`src/rtl/com_pkg.sv`:
```
// -----------------------------------------------------------------------------
// com_pkg
// Shared definitions for the com4 command link:
//   - default bit period in clocks (12 MHz / 115200 baud)
//   - default inter-character gap in bit-times
//   - ASCII constants used to build a command frame
//   - frame length in characters
//   - FSM state types for the byte serialiser and the character sequencer
//   - nib2hex(): 4-bit value -> uppercase ASCII hex digit
// -----------------------------------------------------------------------------
package com_pkg;

    localparam int CLKS_PER_BIT_DEFAULT = 104;
    localparam int GAP_BITS_DEFAULT     = 2;

    localparam logic [7:0] CH_S  = 8'h53;   // 'S'
    localparam logic [7:0] CH_LF = 8'h0A;   // '\n'
    localparam logic [7:0] CH_0  = 8'h30;   // '0'

    localparam int FRAME_CHARS = 5;

    typedef enum logic [1:0] {
        TX_IDLE,
        TX_START,
        TX_DATA,
        TX_STOP
    } tx_state_t;

    typedef enum logic [1:0] {
        SEQ_IDLE,
        SEQ_SEND,
        SEQ_GAP
    } seq_state_t;

    // 0-9 -> '0'..'9', A-F -> 'A'..'F' ('A' - 10 = 0x37)
    function automatic logic [7:0] nib2hex(input logic [3:0] nib);
        if (nib < 4'd10) begin
            return CH_0 + {4'd0, nib};
        end
        return 8'h37 + {4'd0, nib};
    endfunction

endpackage

```
`src/rtl/com_cmd_tx_uart_tx_byte.sv`:
```
// -----------------------------------------------------------------------------
// uart_tx_byte
// 8N1 UART byte serialiser, LSB first, each bit held CLKS_PER_BIT clocks.
// A byte is taken when in_valid && in_ready at a clock edge; the start bit
// is driven from that same edge. in_ready is also high on the last clock of
// the stop bit, so a byte offered then follows with no idle time between
// characters.
// Ports:
//   clk       in   system clock
//   rst_n     in   synchronous reset, active low
//   in_valid  in   byte offered
//   in_data   in   byte to send
//   in_ready  out  serialiser idle or finishing its stop bit
//   tx        out  UART line, idle high (registered)
// -----------------------------------------------------------------------------
module uart_tx_byte
    import com_pkg::*;
#(
    parameter int CLKS_PER_BIT = CLKS_PER_BIT_DEFAULT
) (
    input  logic       clk,
    input  logic       rst_n,
    input  logic       in_valid,
    input  logic [7:0] in_data,
    output logic       in_ready,
    output logic       tx
);

    localparam int BAUD_W = (CLKS_PER_BIT > 1) ? $clog2(CLKS_PER_BIT) : 1;
    localparam logic [BAUD_W-1:0] BAUD_LAST = BAUD_W'(CLKS_PER_BIT - 1);

    tx_state_t         state_reg, state_next;
    logic [BAUD_W-1:0] baud_reg, baud_next;
    logic [2:0]        bit_reg, bit_next;
    logic [7:0]        shift_reg, shift_next;
    logic              tx_reg, tx_next;
    logic              bit_end;

    assign bit_end  = (baud_reg == BAUD_LAST);
    assign in_ready = (state_reg == TX_IDLE) || ((state_reg == TX_STOP) && bit_end);
    assign tx       = tx_reg;

    always_ff @(posedge clk) begin
        if (!rst_n) begin
            state_reg <= TX_IDLE;
            baud_reg  <= '0;
            bit_reg   <= '0;
            shift_reg <= '0;
            tx_reg    <= 1'b1;
        end else begin
            state_reg <= state_next;
            baud_reg  <= baud_next;
            bit_reg   <= bit_next;
            shift_reg <= shift_next;
            tx_reg    <= tx_next;
        end
    end

    always_comb begin
        state_next = state_reg;
        baud_next  = baud_reg;
        bit_next   = bit_reg;
        shift_next = shift_reg;
        tx_next    = tx_reg;

        // Baud counter runs in every active state and wraps on each bit boundary;
        // it sits at 0 while idle.
        if (state_reg != TX_IDLE) begin
            baud_next = bit_end ? '0 : baud_reg + BAUD_W'(1);
        end

        if (in_valid && in_ready) begin
            state_next = TX_START;
            baud_next  = '0;
            bit_next   = '0;
            shift_next = in_data;
            tx_next    = 1'b0;
        end else begin
            case (state_reg)
                TX_START: begin
                    if (bit_end) begin
                        state_next = TX_DATA;
                        tx_next    = shift_reg[0];
                    end
                end
                TX_DATA: begin
                    if (bit_end) begin
                        if (bit_reg == 3'd7) begin
                            state_next = TX_STOP;
                            tx_next    = 1'b1;
                        end else begin
                            bit_next   = bit_reg + 3'd1;
                            shift_next = {1'b0, shift_reg[7:1]};
                            tx_next    = shift_reg[1];
                        end
                    end
                end
                TX_STOP: begin
                    if (bit_end) begin
                        state_next = TX_IDLE;
                        tx_next    = 1'b1;
                    end
                end
                default: begin
                    state_next = TX_IDLE;
                    tx_next    = 1'b1;
                end
            endcase
        end
    end

endmodule

```
`src/rtl/com_cmd_tx.sv`:
```
// -----------------------------------------------------------------------------
// com_cmd_tx
// Host-side command initiator for the com4 link. Encodes one register write
// as the ASCII frame "S<ch><HI><LO>\n" and sends it through uart_tx_byte.
// Optional feature macro: COM_TX_GAP_EN -- when defined, TX idles for
// GAP_BITS bit-times after each of characters 0..3 (none after '\n').
// Ports:
//   CLK    in   system clock (12 MHz)
//   RST_N  in   synchronous reset, active low
//   SEND   in   request; accepted when SEND && READY at a CLK edge
//   ADDR   in   target channel 0..3 (sent as '0'..'3')
//   DATA   in   register value (sent as two uppercase hex digits)
//   READY  out  idle, able to accept a request
//   BUSY   out  ~READY
//   TX     out  UART line, idle high
// -----------------------------------------------------------------------------
module com_cmd_tx
    import com_pkg::*;
#(
    parameter int CLKS_PER_BIT = CLKS_PER_BIT_DEFAULT,
    parameter int GAP_BITS     = GAP_BITS_DEFAULT
) (
    input  logic       CLK,
    input  logic       RST_N,
    input  logic       SEND,
    input  logic [1:0] ADDR,
    input  logic [7:0] DATA,
    output logic       READY,
    output logic       BUSY,
    output logic       TX
);

`ifdef COM_TX_GAP_EN
    localparam int GAP_CLKS = GAP_BITS * CLKS_PER_BIT;
`else
    // Gap disabled: GAP_BITS is accepted but contributes nothing, so the
    // gap branch below is constant-false and the counter is optimised away.
    localparam int GAP_CLKS = 0 * GAP_BITS;
`endif

    localparam int GAP_W = (GAP_CLKS > 1) ? $clog2(GAP_CLKS) : 1;
    localparam logic [GAP_W-1:0] GAP_LAST  = GAP_W'((GAP_CLKS > 0) ? GAP_CLKS - 1 : 0);
    localparam logic [2:0]       LAST_CHAR = 3'(FRAME_CHARS - 1);

    seq_state_t       seq_reg, seq_next;
    logic [2:0]       char_idx_reg, char_idx_next;   // character currently on the line
    logic [1:0]       addr_reg, addr_next;
    logic [7:0]       data_reg, data_next;
    logic [GAP_W-1:0] gap_reg, gap_next;

    logic             byte_valid;
    logic [7:0]       byte_data;
    logic             byte_ready;

    function automatic logic [7:0] frame_char(input logic [2:0] idx,
                                              input logic [1:0] a,
                                              input logic [7:0] d);
        case (idx)
            3'd0:    return CH_S;
            3'd1:    return CH_0 + {6'd0, a};
            3'd2:    return nib2hex(d[7:4]);
            3'd3:    return nib2hex(d[3:0]);
            default: return CH_LF;
        endcase
    endfunction

    always_ff @(posedge CLK) begin
        if (!RST_N) begin
            seq_reg      <= SEQ_IDLE;
            char_idx_reg <= '0;
            addr_reg     <= '0;
            data_reg     <= '0;
            gap_reg      <= '0;
        end else begin
            seq_reg      <= seq_next;
            char_idx_reg <= char_idx_next;
            addr_reg     <= addr_next;
            data_reg     <= data_next;
            gap_reg      <= gap_next;
        end
    end

    always_comb begin
        seq_next      = seq_reg;
        char_idx_next = char_idx_reg;
        addr_next     = addr_reg;
        data_next     = data_reg;
        gap_next      = gap_reg;
        byte_valid    = 1'b0;
        byte_data     = CH_S;

        case (seq_reg)
            SEQ_IDLE: begin
                // 'S' goes straight to the serialiser so the start bit
                // leaves on the accepting edge.
                if (SEND) begin
                    byte_valid    = 1'b1;
                    byte_data     = CH_S;
                    addr_next     = ADDR;
                    data_next     = DATA;
                    char_idx_next = '0;
                    seq_next      = SEQ_SEND;
                end
            end
            SEQ_SEND: begin
                // While a character is in flight, byte_ready marks the last
                // clock of its stop bit.
                if (byte_ready) begin
                    if (char_idx_reg == LAST_CHAR) begin
                        seq_next = SEQ_IDLE;
                    end else begin
                        char_idx_next = char_idx_reg + 3'd1;
                        if (GAP_CLKS > 0) begin
                            seq_next = SEQ_GAP;
                            gap_next = '0;
                        end else begin
                            byte_valid = 1'b1;
                            byte_data  = frame_char(char_idx_reg + 3'd1, addr_reg, data_reg);
                        end
                    end
                end
            end
            SEQ_GAP: begin
                if ((gap_reg == GAP_LAST) && byte_ready) begin
                    byte_valid = 1'b1;
                    byte_data  = frame_char(char_idx_reg, addr_reg, data_reg);
                    seq_next   = SEQ_SEND;
                end else begin
                    gap_next = gap_reg + GAP_W'(1);
                end
            end
            default: begin
                seq_next = SEQ_IDLE;
            end
        endcase
    end

    assign READY = (seq_reg == SEQ_IDLE);
    assign BUSY  = ~READY;

    uart_tx_byte #(
        .CLKS_PER_BIT (CLKS_PER_BIT)
    ) u_uart_tx_byte (
        .clk      (CLK),
        .rst_n    (RST_N),
        .in_valid (byte_valid),
        .in_data  (byte_data),
        .in_ready (byte_ready),
        .tx       (TX)
    );

endmodule
```
`config.mk`:
```
export PLATFORM = sky130hd
export DESIGN_NAME = com_cmd_tx
export DESIGN_NICKNAME = d
export VERILOG_FILES = /design/src/rtl/com_pkg.sv /design/src/rtl/com_cmd_tx_uart_tx_byte.sv /design/src/rtl/com_cmd_tx.sv
export SDC_FILE = /design/constraint.sdc
export NUM_CORES = 1
export LEC_CHECK = 0
export CAP_MARGIN = 20
export CELL_PAD_IN_SITES_DETAIL_PLACEMENT = 1
export CELL_PAD_IN_SITES_GLOBAL_PLACEMENT = 1
export CORE_MARGIN = 1
export CORE_UTILIZATION = 30
export CTS_CLUSTER_SIZE = 24
export DETAILED_ROUTE_END_ITERATION = 8
export GPL_ROUTABILITY_DRIVEN = 1
export PLACE_DENSITY_LB_ADDON = 0.2
export SETUP_SLACK_MARGIN = 0.2
export SYNTH_ARGS = -nofsm -noshare
export SYNTH_HDL_FRONTEND = slang
export SYNTH_SLANG_ARGS = --single-unit
```
`constraint.sdc`:
```
create_clock -name CLK -period 1.7 [get_ports CLK]
set_clock_uncertainty 0.1 [all_clocks]
set_input_delay 0.255 -clock CLK [delete_from_list [all_inputs] [get_ports CLK]]
set_output_delay 0.255 -clock CLK [all_outputs]
set_load 0.03 [all_outputs]
```
; ---- After elaboration in Yosys (flattened, before gate mapping)
; Cells that the tools add are included.
[word_totals]
reg_bits = 37
latch_bits = 0
ram_bits = 0
rom_bits = 0
inputBits = 13
out_inout_bits = 3
wordCells = 136
memories = 0
[classes]
addsub = 9
n_mul = 0
div_mod_pow = 0
order_cmp = 2
eq_ne = 28
shift = 0
mux = 59
bitwise_logic = 5
n_reduce_logical = 22
[op_table]
columns = cell, count
row1 = two-way mux 8 bit, 13
row2 = one-hot mux 8 bit (4 select lines), 2
row3 = "adder 6 x 4 -> 7 bit, first input constant", 4
row4 = two-way mux 1 bit, 26
row5 = two-way mux 2 bit, 8
row6 = one-hot mux 8 bit (2 select lines), 1
row7 = AND reduction 4 bit, 4
row8 = "== test 3 x 2 -> 1 bit, second input constant", 4
row9 = one-hot mux 2 bit (3 select lines), 2
row10 = "inequality test 2 x 1 -> 1 bit, second input constant", 5
row11 = "inequality test 2 bit, second input constant", 5
row12 = two-way mux 3 bit, 3
row13 = "inequality test 3 x 1 -> 1 bit, second input constant", 3
row14 = AND reduction 3 bit, 3
row15 = "< comparator 4 bit, second input constant", 2
row16 = nonzero test 2 bit, 4
row17 = "adder 6 x 2 -> 7 bit, first input constant", 1
row18 = "adder 7 x 1 -> 7 bit, second input constant", 1
row19 = "== test 7 bit, second input constant", 1
row20 = two-way mux 7 bit, 1
row21 = "adder 3 x 1 -> 3 bit, second input constant", 2
row22 = "== test 2 bit, second input constant", 3
row23 = "== test 3 x 1 -> 1 bit, second input constant", 2
row24 = "== test 3 bit, second input constant", 2
row25 = other kinds (12), 23

; ---- Depth between registers and ports, before layout
[logic_depth]
depth_word = 12
ltp_mapped = 8
mapped_depth_nobuf = 7

; ---- Hierarchy
; Synthesis repeated with hierarchy kept, for this count alone.
[unflattened]
cells_unflattened = 244
hier_area_um2 = 2053.2
[by_module_without_submodules]
columns = module, instances, cells_per_inst, area_per_inst_um2, seq_area_each_um2
row1 = uart_tx_byte, 1, 114, 1069.8, 420.4
row2 = com_cmd_tx, 1, 130, 983.4, 280.3

; ---- Worst setup path after synthesis
; OpenSTA, ideal clock, no wires.
[synth_path]
path_kind = register -> register
from = reg char_idx_reg[0]
to = reg u_uart_tx_byte.shift_reg[3]
setup_ns = 0.091
arrival_ns = 1.648
required_time_ns = 1.509
path_slack_ns = -0.139
path_stages_with_launch = 8
n_path_buf = 1
synth_period_minus_slack_ns = 1.839
path_cell_list = dfxtp_1 -> inv_1 -> ha_1 -> buf_2 -> or4_4 -> nand3_1 -> nand2_1 -> a311oi_1
[synth_via]
elab_chain_len = 7
word_cells_on_any_way = 25
classes_between = 1 x add/sub / 8 x eq/ne / 10 x mux / 6 x reduce/logical
[synth_lines]
columns = item, line
row1 = from (decl), com_cmd_tx.sv:46  ; logic [2:0] char_idx_reg, char_idx_next;
row2 = from (signal assigned), com_cmd_tx.sv:76  ; char_idx_reg <= char_idx_next;
row3 = adder 3 x 1 -> 3 bit / == test 3 bit (equally long branches), "com_cmd_tx.sv:118, com_cmd_tx.sv:109"
row4 = "== test 3 x 2 -> 1 bit, or another cell as far along", com_cmd_tx.sv:58  ; case (idx)
row5 = one-hot mux 8 bit (4 select lines) / two-way mux 1 bit (equally long branches), "com_cmd_tx.sv:58, com_cmd_tx.sv:108"
row6 = two-way mux 8 bit / one-hot mux 1 bit (3 select lines) (equally long branches), "com_cmd_tx.sv:109, com_cmd_tx.sv:92"
row7 = two-way mux 8 bit / logical AND 1 bit (equally long branches), "com_cmd_tx.sv:108, com_cmd_tx_uart_tx_byte.sv:72"
row8 = "one-hot mux 8 bit (2 select lines), or another cell as far along", com_cmd_tx.sv:92  ; case (seq_reg)
row9 = two-way mux 8 bit / AND reduction 3 bit (equally long branches), --
row10 = to (signal assigned), com_cmd_tx_uart_tx_byte.sv:54  ; shift_reg <= shift_next;
row11 = to (decl), com_cmd_tx_uart_tx_byte.sv:35  ; logic [7:0] shift_reg, shift_next;
; Several ways; a longest one is shown, not always the timed one.
; A chain may end at the register's enable or synchronous reset.

; ---- Worst setup path in the final report
[layout_path]
from = reg char_idx_reg[1]
to = reg u_uart_tx_byte.shift_reg[3]
; The elaborated chain is that of the path after synthesis.

==> results by group <==
Run status
  • Status: complete, but fails checks
  • Failing checks: negative setup slack

Die
  • Ports: 16
  • Chip Width: 84.3 µm
  • Full die area: 0.00710 mm²
  • Die height: 84.3 µm
  • Cell row count: 29
  • Core area: 0.00642 mm²
  • Starting Density: 0.316

Power and ir drop
  • Leakage power: 1.22 nW
  • Maximum VDD drop: 694 µV
  • Overall power: 3.26 mW
  • Pwr per Cell Area: 1040 mW/mm²

Global routing
  • Tot GR Track Use: 0.169
  • Total gr overflow: 0
  • Initial antenna violation count: 0
  • First-pass GRT wire length: 9.72 mm
  • Met1 Use GR: 0.228
  • Met3 usage: 0.0265
  • Met2 Usage GRT: 0.285
  • Gr busiest metal: met2
  • Largest net degree at the start of global routing: 19
  • Vias in the first global route: 2037

Run
  • Max cap viols: 0

Min path
  • HP Start: u_uart_tx_byte.shift_reg[4]
  • Hold Crit Class: reg -> reg

Synthesis
  • Post-synth EDFFs: 0
  • Synthesized area: 0.00203 mm²
  • Synth Area per Inst: 8.18 µm²
  • Synth cell types: 52
  • Post-synth top area cell: dfxtp_1
  • Ys Warns: 0
  • Synth top area share: 0.335
  • Most used DFF post-synth: dfxtp_1
  • Synthesized flop and latch total: 34
  • Cells after synthesis: 248
  • Syn_nets: 276
  • Seq/Total Area, Yosys: 0.335
  • Async SR Flop Fraction: 0
  • Top post-synthesis cells by area: dfxtp_1 (34%), ha_1 (9.2%), nand2_1 (9.1%)

STA
  • Slew margin rel.: 0.760
  • Unrepaired setup endpoints after global routing: true
  • Worst-margin pin slew: 356 ps
  • Achievable frequency: 576 MHz
  • Hold Fails Final Rpt: 0
  • Slew Limit Fails: 0
  • Setup Viol. Count Final: 1
  • Final period util: 1.02
  • Worst hold slack: 367 ps
  • Final min period: 1730 ps
  • Final worst slack: -34.6 ps
  • Setup TNS: -34.6 ps

Clock tree
  • Root Driver: clkbuf_8
  • Max H-tree Level: 2
  • CTS tree: done
  • Clock net sink count: 34
  • Worst-Skew Late Latency: 290 ps
  • Clock Path Buffers: 2
  • Worst-path clk slew: 80 ps
  • Cts hold-fix bufs: 0
  • CTS Buf Count: 5

Cells and area
  • Area Overhead vs Synth: 54.9%
  • Finished Layout Cells: 386
  • Fin util: 0.489
  • Share of cells above drive strength 1: 0.417
  • Fill count: 736
  • Diodes inserted: 0
  • Final instance area: 0.00314 mm²
  • Largest register FFs: 8
  • Final #Nets: 336

Route
  • DR DRC count: 0
  • Pre-antenna DRT Iters: 4
  • DR vias/cell: 5.03
  • DRT iter0 DRCs: 87
  • DRT Wirelength: 5.98 mm
  • Vias: 1940
  • Drt wl/cell: 15.5 µm
  • Post-route ant nets: 0

Placement
  • HPWL Detailed: 4.03 mm
  • Placed cells: 363
  • IO Port Bufs: 15
  • Placer Congestion: 0.783
  • Dpl ws: -79.5 ps
  • Placed cell areas: 0.00260 mm²

Worst setup path
  • WS Path Type: reg -> reg
  • Crit. End Element: register
  • Crit Path Max Fanout: 4
  • Source of the critical timing path: char_idx_reg[1]
  • Data arrival, critical path: 1820 ps
  • Startpoint Class: register
  • Critical Path RT: 1790 ps
  • R2R Path Start: char_idx_reg[1]
==> worst max-delay path, cell delays in order, from the launching register on <==
cell and delay, ps:
dfxtp_4 400, inv_6 50, ha_4 160, or4_4 560
nand3_2 100, nand2_2 50, a311oi_1 220
==> layout by cell type (no fill, tap or decap), types with 3 or more instances in the layout <==
cell / count
ha_1: 4
xnor2_1: 5
dfxtp_2: 6
ha_4: 9
inv_1: 7
o211ai_1: 3
nand3_1: 7
buf_6: 12
nor2_1: 13
dfxtp_4: 5
nand2_4: 5
a21oi_2: 8
xor2_1: 3
clkbuf_8: 6
nand2b_1: 4
nor2_4: 5
clkdlybuf4s50_1: 12
dfxtp_1: 23
nor2b_1: 6
a21oi_1: 16
nand2_1: 40
o22ai_1: 3
buf_4: 33
a21o_1: 3
==> final cells by class <==
| type | count | area (µm²) | area share |
|---|---|---|---|
| Timing Repair Buffer | 61 | 547 | 0.174 |
| Inverter | 12 | 60.1 | 0.0191 |
| Clock buffer | 7 | 86.3 | 0.0275 |
| Tap cell | 77 | 96.3 | 0.0307 |
| Sequential cell | 34 | 707 | 0.225 |
| Clock inverter | 1 | 5.00 | 0.00159 |
| Multi-Input combinational cell | 194 | 1640 | 0.522 |
==> worst paths after layout <==
| check | end | slack, ps | depth (start not counted) |
|---|---|---|---|
| min reg2reg | u_uart_tx_byte.shift_reg[4] | 370 | 2 |
| max reg2reg | u_uart_tx_byte.shift_reg[3] | -30 | 6 |
| min | u_uart_tx_byte.shift_reg[4] | 370 | 2 |
| max | u_uart_tx_byte.shift_reg[3] | -30 | 6 |
==> metal layers <==
layer  vias up  routed length (µm)
li1        988                   -
met1       931                2950
met2        16                2890
met3         5                 106
met4         0                  38
met5         -                   0
==> synth_stat cells (all sizes together) (2+ instances only) <==
cell type / number
nand2: 49
dfxtp: 34
a21oi: 25
nor2: 18
ha: 15
inv: 11
nand3: 10
nor2b: 8
xnor2: 7
o21ai: 6
buf: 4
clkbuf: 4
nand2b: 4
o211ai: 4
or3: 4
a21o: 3
o22ai: 3
xor2: 3
a221oi: 2
a311oi: 2
mux2i: 2
nor3: 2
o21a: 2
o2bb2ai: 2
o311a: 2
==> power by group <==
| group | switching [mW] | leakage (nW) | internal [mW] |
|---|---|---|---|
| registers | 0.113 | 0.284 | 0.917 |
| logic | 0.804 | 0.888 | 0.781 |
| clock network | 0.318 | 0.0482 | 0.328 |
==> repair_timing <==
action / in CTS / in global routing
pin swaps: 12 / 20
endpoints found under the hold margin: 0 / 0
endpoints found under the setup margin: 27 / 26
gates cloned: 0 / 0
resized for setup: 43 / 45
setup buffers: 11 / 4
==> kinds of logic (layout without fill, tap and decap cells) <==
kind of cell	after synthesis	in the layout	synth area share
compound gates	61	61	0.214
xor+xnor	10	10	0.0432
fa+ha+maj	15	15	0.0925
buf+inv	20	81	0.0425
flops	34	34	0.335
mux	3	3	0.0154
simple gates	105	105	0.257
Note: power is estimated with default switching activity, not from simulation.
